## src/rtl/ccsds_turbo_paddr_gen_pkg.sv

```systemverilog
// Shared types, default tables and FSM encodings for the CCSDS turbo
// permutation address generator.
package ccsds_turbo_paddr_gen_pkg;

   localparam int unsigned cPW       = 13;
   localparam int unsigned cNIDX_DEF = 4;
   localparam int unsigned cROW_DEF  = 4;

   typedef logic [cPW-1:0] ptab_dat_t;

   localparam int unsigned cK2_TAB_DEF [cNIDX_DEF] = '{223, 446, 892, 1115};
   localparam int unsigned cP_TAB_DEF  [cROW_DEF]  = '{31, 37, 43, 47};

   localparam logic [1:0] ST_IDLE = 2'd0;
   localparam logic [1:0] ST_LOAD = 2'd1;
   localparam logic [1:0] ST_RUN  = 2'd2;

endpackage

```

## src/rtl/ccsds_turbo_paddr_acc.sv

```systemverilog
// One per-row modular accumulator: acc <- (acc + step) mod K2 on each advance.
// o_cur_c is the value to emit this cycle (the init value while loading).
module ccsds_turbo_paddr_acc
   import ccsds_turbo_paddr_gen_pkg::*;
#(
   parameter int unsigned pW = 13
) (
   input  logic          clk,
   input  logic          rst_n,
   input  logic          i_clkena,
   input  logic          i_load,
   input  logic          i_adv,
   input  logic [pW-1:0] i_init,
   input  logic [pW-1:0] i_step,
   input  logic [pW-1:0] i_k2,
   output logic [pW-1:0] o_cur_c
);

   logic [pW-1:0] r_acc;
   logic [pW-1:0] r_step;
   logic [pW-1:0] w_base;
   logic [pW-1:0] w_stp;
   logic [pW-1:0] w_sum;
   logic [pW-1:0] w_wrap;

   // Both operands are below K2, so one conditional subtract is enough.
   always_comb begin
      w_base = i_load ? i_init : r_acc;
      w_stp  = i_load ? i_step : r_step;
      w_sum  = w_base + w_stp;
      w_wrap = (w_sum >= i_k2) ? (w_sum - i_k2) : w_sum;
   end

   assign o_cur_c = w_base;

   always_ff @(posedge clk or negedge rst_n) begin
      if (!rst_n) begin
         r_acc  <= '0;
         r_step <= '0;
      end else if (i_clkena) begin
         if (i_load) begin
            r_step <= i_step;
            r_acc  <= i_adv ? w_wrap : i_init;
         end else if (i_adv) begin
            r_acc  <= w_wrap;
         end
      end
   end

endmodule

```

## src/rtl/ccsds_turbo_paddr_gen.sv

```systemverilog
// CCSDS turbo permutation address generator: streams one interleaved address
// per cycle, forward or exact reverse order, using per-row modular accumulators.
module ccsds_turbo_paddr_gen
   import ccsds_turbo_paddr_gen_pkg::*;
#(
   parameter int unsigned pROW  = 4,
   parameter int unsigned pNIDX = 4,
   parameter int unsigned pW    = 13,
   parameter int unsigned pK2_TAB [pNIDX] = cK2_TAB_DEF,
   parameter int unsigned pP_TAB  [pROW]  = cP_TAB_DEF
) (
   input  logic                       iclk,
   input  logic                       ireset,
   input  logic                       iclkena,
   input  logic                       istart,
   input  logic [$clog2(pNIDX)-1:0]   inidx,
   input  logic                       ibackward,
   input  logic                       iabort,
   input  logic                       iready,
   output logic                       ordy,
   output logic                       oval,
   output logic [pW-1:0]              oaddr,
   output logic                       osop,
   output logic                       oeop,
   output logic [pW-1:0]              oN
);

   localparam int unsigned cRW = $clog2(pROW);
   localparam int unsigned cAW = pW - cRW;

   // Elaboration-time parameter sanity.
   if (pROW < 2 || (pROW & (pROW - 1)) != 0) begin : g_chk_row
      $error("pROW must be a power of two >= 2");
   end
   if (pNIDX < 2) begin : g_chk_nidx
      $error("pNIDX must be >= 2");
   end
   for (genvar i = 0; i < pNIDX; i++) begin : g_chk_k2
      if (pROW * pK2_TAB[i] > (1 << pW)) begin : g_chk_n
         $error("pROW*K2 exceeds the address range");
      end
      for (genvar j = 0; j < pROW; j++) begin : g_chk_p
         if (pP_TAB[j] >= pK2_TAB[i]) begin : g_chk_pk
            $error("P must be smaller than every K2");
         end
      end
   end

   logic [1:0]     r_state, w_state_nxt;
   logic           r_bwd,   w_bwd_nxt;
   logic [pW-1:0]  r_k2,    w_k2_nxt;
   logic [pW-1:0]  r_n,     w_n_nxt;
   logic [pW-1:0]  r_col,   w_col_nxt;
   logic [pW-1:0]  r_addr,  w_addr_nxt;
   logic [cRW-1:0] r_row,   w_row_nxt;
   logic           r_rdy,   w_rdy_nxt;
   logic           r_val,   w_val_nxt;
   logic           r_sop,   w_sop_nxt;
   logic           r_eop,   w_eop_nxt;

   logic           w_load;
   logic           w_emit;
   logic           w_last_row;
   logic           w_last_col;
   logic [pW-1:0]  w_cur [pROW];
   logic [pW-1:0]  w_cur_row;

   // LOAD emits the first address; RUN emits the next one when the current is taken.
   assign w_load     = (r_state == ST_LOAD) && !iabort;
   assign w_emit     = w_load || ((r_state == ST_RUN) && !iabort && iready && !r_eop);
   assign w_last_row = r_bwd ? (r_row == '0) : (r_row == cRW'(pROW - 1));
   assign w_last_col = (r_col == (r_k2 - pW'(1)));
   assign w_cur_row  = w_cur[r_row];

   for (genvar g = 0; g < pROW; g++) begin : g_acc
      logic [pW-1:0] w_p;
      logic [pW-1:0] w_step;
      logic [pW-1:0] w_init;

      // Backward runs with the complementary step, starting at column K2-1.
      assign w_p    = pW'(pP_TAB[g]);
      assign w_step = r_bwd ? (r_k2 - w_p) : w_p;
      assign w_init = r_bwd ? w_step : '0;

      ccsds_turbo_paddr_acc #(
         .pW (pW)
      ) u_acc (
         .clk      (iclk),
         .rst_n    (ireset),
         .i_clkena (iclkena),
         .i_load   (w_load),
         .i_adv    (w_emit && (r_row == cRW'(g))),
         .i_init   (w_init),
         .i_step   (w_step),
         .i_k2     (r_k2),
         .o_cur_c  (w_cur[g])
      );
   end

   always_comb begin
      w_state_nxt = r_state;
      w_bwd_nxt   = r_bwd;
      w_k2_nxt    = r_k2;
      w_n_nxt     = r_n;
      w_col_nxt   = r_col;
      w_addr_nxt  = r_addr;
      w_row_nxt   = r_row;
      w_rdy_nxt   = r_rdy;
      w_val_nxt   = r_val;
      w_sop_nxt   = r_sop;
      w_eop_nxt   = r_eop;

      case (r_state)
         ST_IDLE: begin
            if (istart && r_rdy) begin
               w_state_nxt = ST_LOAD;
               w_rdy_nxt   = 1'b0;
               w_bwd_nxt   = ibackward;
               w_k2_nxt    = pW'(pK2_TAB[inidx]);
               w_row_nxt   = ibackward ? cRW'(pROW - 1) : '0;
               w_col_nxt   = '0;
            end
         end
         ST_LOAD: begin
            if (iabort) begin
               w_state_nxt = ST_IDLE;
               w_rdy_nxt   = 1'b1;
            end else begin
               w_state_nxt = ST_RUN;
               w_n_nxt     = r_k2 << cRW;
            end
         end
         ST_RUN: begin
            if (iabort || (iready && r_eop)) begin
               w_state_nxt = ST_IDLE;
               w_rdy_nxt   = 1'b1;
               w_val_nxt   = 1'b0;
               w_sop_nxt   = 1'b0;
               w_eop_nxt   = 1'b0;
            end
         end
         default: begin
            w_state_nxt = ST_IDLE;
            w_rdy_nxt   = 1'b1;
            w_val_nxt   = 1'b0;
            w_sop_nxt   = 1'b0;
            w_eop_nxt   = 1'b0;
         end
      endcase

      // Address = acc*pROW + row, built as a concatenation.
      if (w_emit) begin
         w_val_nxt  = 1'b1;
         w_sop_nxt  = (r_state == ST_LOAD);
         w_eop_nxt  = w_last_row && w_last_col;
         w_addr_nxt = {w_cur_row[cAW-1:0], r_row};
         w_row_nxt  = r_bwd ? (r_row - cRW'(1)) : (r_row + cRW'(1));
         if (w_last_row) begin
            w_col_nxt = r_col + pW'(1);
         end
      end
   end

   always_ff @(posedge iclk or negedge ireset) begin
      if (!ireset) begin
         r_state <= ST_IDLE;
         r_bwd   <= 1'b0;
         r_k2    <= '0;
         r_n     <= '0;
         r_col   <= '0;
         r_addr  <= '0;
         r_row   <= '0;
         r_rdy   <= 1'b1;
         r_val   <= 1'b0;
         r_sop   <= 1'b0;
         r_eop   <= 1'b0;
      end else if (iclkena) begin
         r_state <= w_state_nxt;
         r_bwd   <= w_bwd_nxt;
         r_k2    <= w_k2_nxt;
         r_n     <= w_n_nxt;
         r_col   <= w_col_nxt;
         r_addr  <= w_addr_nxt;
         r_row   <= w_row_nxt;
         r_rdy   <= w_rdy_nxt;
         r_val   <= w_val_nxt;
         r_sop   <= w_sop_nxt;
         r_eop   <= w_eop_nxt;
      end
   end

   assign ordy  = r_rdy;
   assign oval  = r_val;
   assign oaddr = r_addr;
   assign osop  = r_sop;
   assign oeop  = r_eop;
   assign oN    = r_n;

endmodule

```

## config.mk

```make
export PLATFORM = sky130hd
export DESIGN_NAME = ccsds_turbo_paddr_gen
export DESIGN_NICKNAME = d
export VERILOG_FILES = /design/src/rtl/ccsds_turbo_paddr_gen_pkg.sv /design/src/rtl/ccsds_turbo_paddr_acc.sv /design/src/rtl/ccsds_turbo_paddr_gen.sv
export SDC_FILE = /design/constraint.sdc
export NUM_CORES = 1
export LEC_CHECK = 0
export CORE_ASPECT_RATIO = 1.2
export CORE_UTILIZATION = 40
export CTS_CLUSTER_SIZE = 25
export DETAILED_ROUTE_END_ITERATION = 7
export DONT_BUFFER_PORTS = 1
export GPL_TIMING_DRIVEN = 0
export SETUP_SLACK_MARGIN = 0.3
export SYNTH_ARGS = -nofsm -noshare
export SYNTH_HDL_FRONTEND = slang
export SYNTH_SLANG_ARGS = --single-unit
```

## constraint.sdc

```tcl
create_clock -name iclk -period 6.85 [get_ports iclk]
set_input_delay 0.3425 -clock iclk [delete_from_list [all_inputs] [get_ports iclk]]
set_output_delay 0.3425 -clock iclk [all_outputs]
set_load 0.02 [all_outputs]
```

==> metrics.txt <==
status finished with violations; failing checks max-capacitance violations, max-slew violations; Initial Util 40.6%; Syn Inst Count 1634; Vias/cell 6.02; post-synthesis mux area share 5.88%; minimum clock period 6.34 ns; CTS buffer count 17; Post-synth EDFFs 0; Most used DFF post-synth dfrtp_1; clk slew on worst S/H paths 0.07 ns; most frequent cell after synthesis nand2_1; Placed Area 14000 um^2; worst slack, placed -0.960 ns; Post-Layout Cell Count 2126; H-tree levels 4; fin crit share 92.5%; simple logic cell fraction of the synthesized area 18.7%; crit path DAT 6.66 ns; CP Max Fanout 10; HP Class in2reg; #FFs+latches synth 157; worst-margin pin slew 1.49 ns; Final Skew 0.0232 ns; Final WS setup 0.512 ns; Post-layout nets 1790; maximum clock insertion buffer count 2; Mapped Area 13400 um^2; Die Wd 169 um; # rows 73; via count 12799; Die Y 203 um; Final GP Congestion 1.02; Iter 0 DRT Violations 1236; Max Freq 0.158 GHz; Yosys top cell by area dfrtp_1; first-pass GRT wire length 74900 um; Synth area leaders dfrtp_1, ha_1, nand2_1, a21oi_1, xnor2_1; initial antenna violation count 2; Netlist cell types 84; CTS tree done; core area 33100 um^2; Final setup viols 0; fin area 14700 um^2; Post-DP HPWL 37200 um; largest family of logic cells by synthesized area compound AO/OA/AOI/OAI gates; Root Driver clkbuf_16; Global Route Usage Sum 29.3%; crit end category flip-flop; final hold slack 0.0282 ns; Synth top area share 29.1%; Layout area overhead 9.77%; fraction of registers with async set or reset after synthesis 100%; synthesized area per cell 8.22 um^2; Max Cap Viol 1; Avg WL per Cell 23.1 um; Crit Path Category reg2reg; register area share after synthesis 29.3%; WP data required 7.18 ns; maximum number of pins on one net before global-route repair 158; adder and majority gate portion of the synthesized area 11.5%; Port Buffer Count 0; Die Area 34300 um^2; DRC viols 0; Slew Limit Headroom -0.235%; Final Hold Fails 0; final wirelength 49100 um; grt ovf 0; Clock Latency Late Sink 0.47 ns; post-route antenna net violation count 0; commonest cells in the synthesized netlist nand2_1, dfrtp_1, a21oi_1; unrepaired setup endpoints after global routing no; Synth Area in XOR/XNOR 7.57%; Placed Cells incl. Taps 2085; Detailed Routing Iterations Pass 1 8; Yosys Warn Count 0; Slew Viols, Final 1; TritonCTS Sinks 157; vias in the first global route 12473; Compound-Gate Fraction of Synth Area 23.1%; Ports 39; ratio of cells with drive above 1 in the final layout 6.57%; crit start category flip-flop
[area by class of cell]
class / count / area (um^2)
Tap cell: 450 / 563
Timing Repair Buffer: 8 / 103
Inverter: 47 / 181
Buffer: 82 / 377
Clock inverter: 12 / 138
Antenna cell: 1 / 2.50
Clock buffer: 20 / 447
Multi-Input combinational cell: 1349 / 9000
Sequential cell: 157 / 3930
Fill cell: 3362 / 18300
[per-layer routing]
metal  part of all wire, %  track usage, %
met3                   7.6            6.26
met4                   6.4            17.9
met1                    40            35.7
met5                 0.033               0
met2                    46            47.2
[through the flow]
stage | TNS (ns) | util [%]
detailed placement | -30.34 | 42.3
finish | 0 | 44.6
floorplan | 0 | -
global placement | -28.78 | 42.3
global route | 0 | 44.6
CTS | 0 | 44.4
[critical path: stages (launching register included)]
cell,delay [ns]
dfrtp_1,0.36
clkbuf_2,0.17
or3b_1,0.36
clkbuf_2,0.23
buf_2,0.26
clkbuf_4,0.26
clkbuf_4,0.25
buf_2,0.23
buf_2,0.24
nand2_1,0.11
nand2_1,0.10
fa_1,0.43
a211oi_1,0.23
nor2_1,0.11
o21a_1,0.19
o21a_1,0.18
or2_2,0.29
a21oi_1,0.17
xnor2_1,0.19
ha_1,0.35
and3_1,0.23
a211oi_2,0.28
and3b_1,0.19
clkbuf_2,0.17
buf_6,0.18
mux2i_1,0.29
a21oi_1,0.10
[sequential cells by signal, indices dropped and copies added, names as in the netlist, 2 cells and up]
name	cells
oN	9
oaddr	13
g_acc.u_acc.r_acc	52
r_row	2
g_acc.u_acc.r_step	52
r_state	2
r_k2	9
r_col	13
[kinds of logic after synthesis]
logic type,after synthesis
simple gates,554
compound gates,493
flops,157
buf+inv,129
fa+ha+maj,119
xor+xnor,116
mux,65
other cells,1
[cell usage in the layout (no fill, tap or decap), types with 9 or more instances in the layout]
master     count
a211oi_1      14
a21o_1        60
o21bai_1      13
o21ai_0      121
nand3_1       33
a31oi_1       13
mux4_2        10
or3_1          9
mux2_2        11
o211ai_1       9
ha_1         111
nand2b_1       9
nor3_1        31
xnor2_1       80
dfrtp_1      155
o22ai_1        9
nor2_1       126
a21oi_1      155
nand4_1       18
and3_1        22
nand2_1      247
o21a_1        30
nor2b_1       14
inv_1         41
clkbuf_1      56
clkbuf_16     17
mux2i_1       44
xor2_1        36
[timing repair]
| action | in CTS | in global routing |
|---|---|---|
| gates resized for setup | 14 | 17 |
| pin swaps | 0 | 2 |
| setup endpoints to repair | 52 | 41 |
| buffers inserted | 1 | 2 |
| hold buffers | 5 | 0 |
| hold endpoints to repair | 160 | 0 |
[path summary, 6_finish.rpt]
check                      depth (start not counted)                      from                  endpoint  slack (ns)
setup / recovery                                  26                r_state[1]   g_acc[1].u_acc.r_acc[1]        0.51
hold / removal                                     3                    istart                      ordy        0.03
setup reg to reg                                  26                r_state[1]   g_acc[1].u_acc.r_acc[1]        0.51
hold reg to reg                                    1  g_acc[3].u_acc.r_step[9]  g_acc[3].u_acc.r_step[9]        0.48
max in group asynchronous                          2                    ireset                   r_k2[0]        5.64
min in group asynchronous                          2                    ireset                  oaddr[1]        0.58
Power is left out: the tool's default activity adds up to more than one toggle a clock period on the data nets, which glitch-free logic cannot reach.
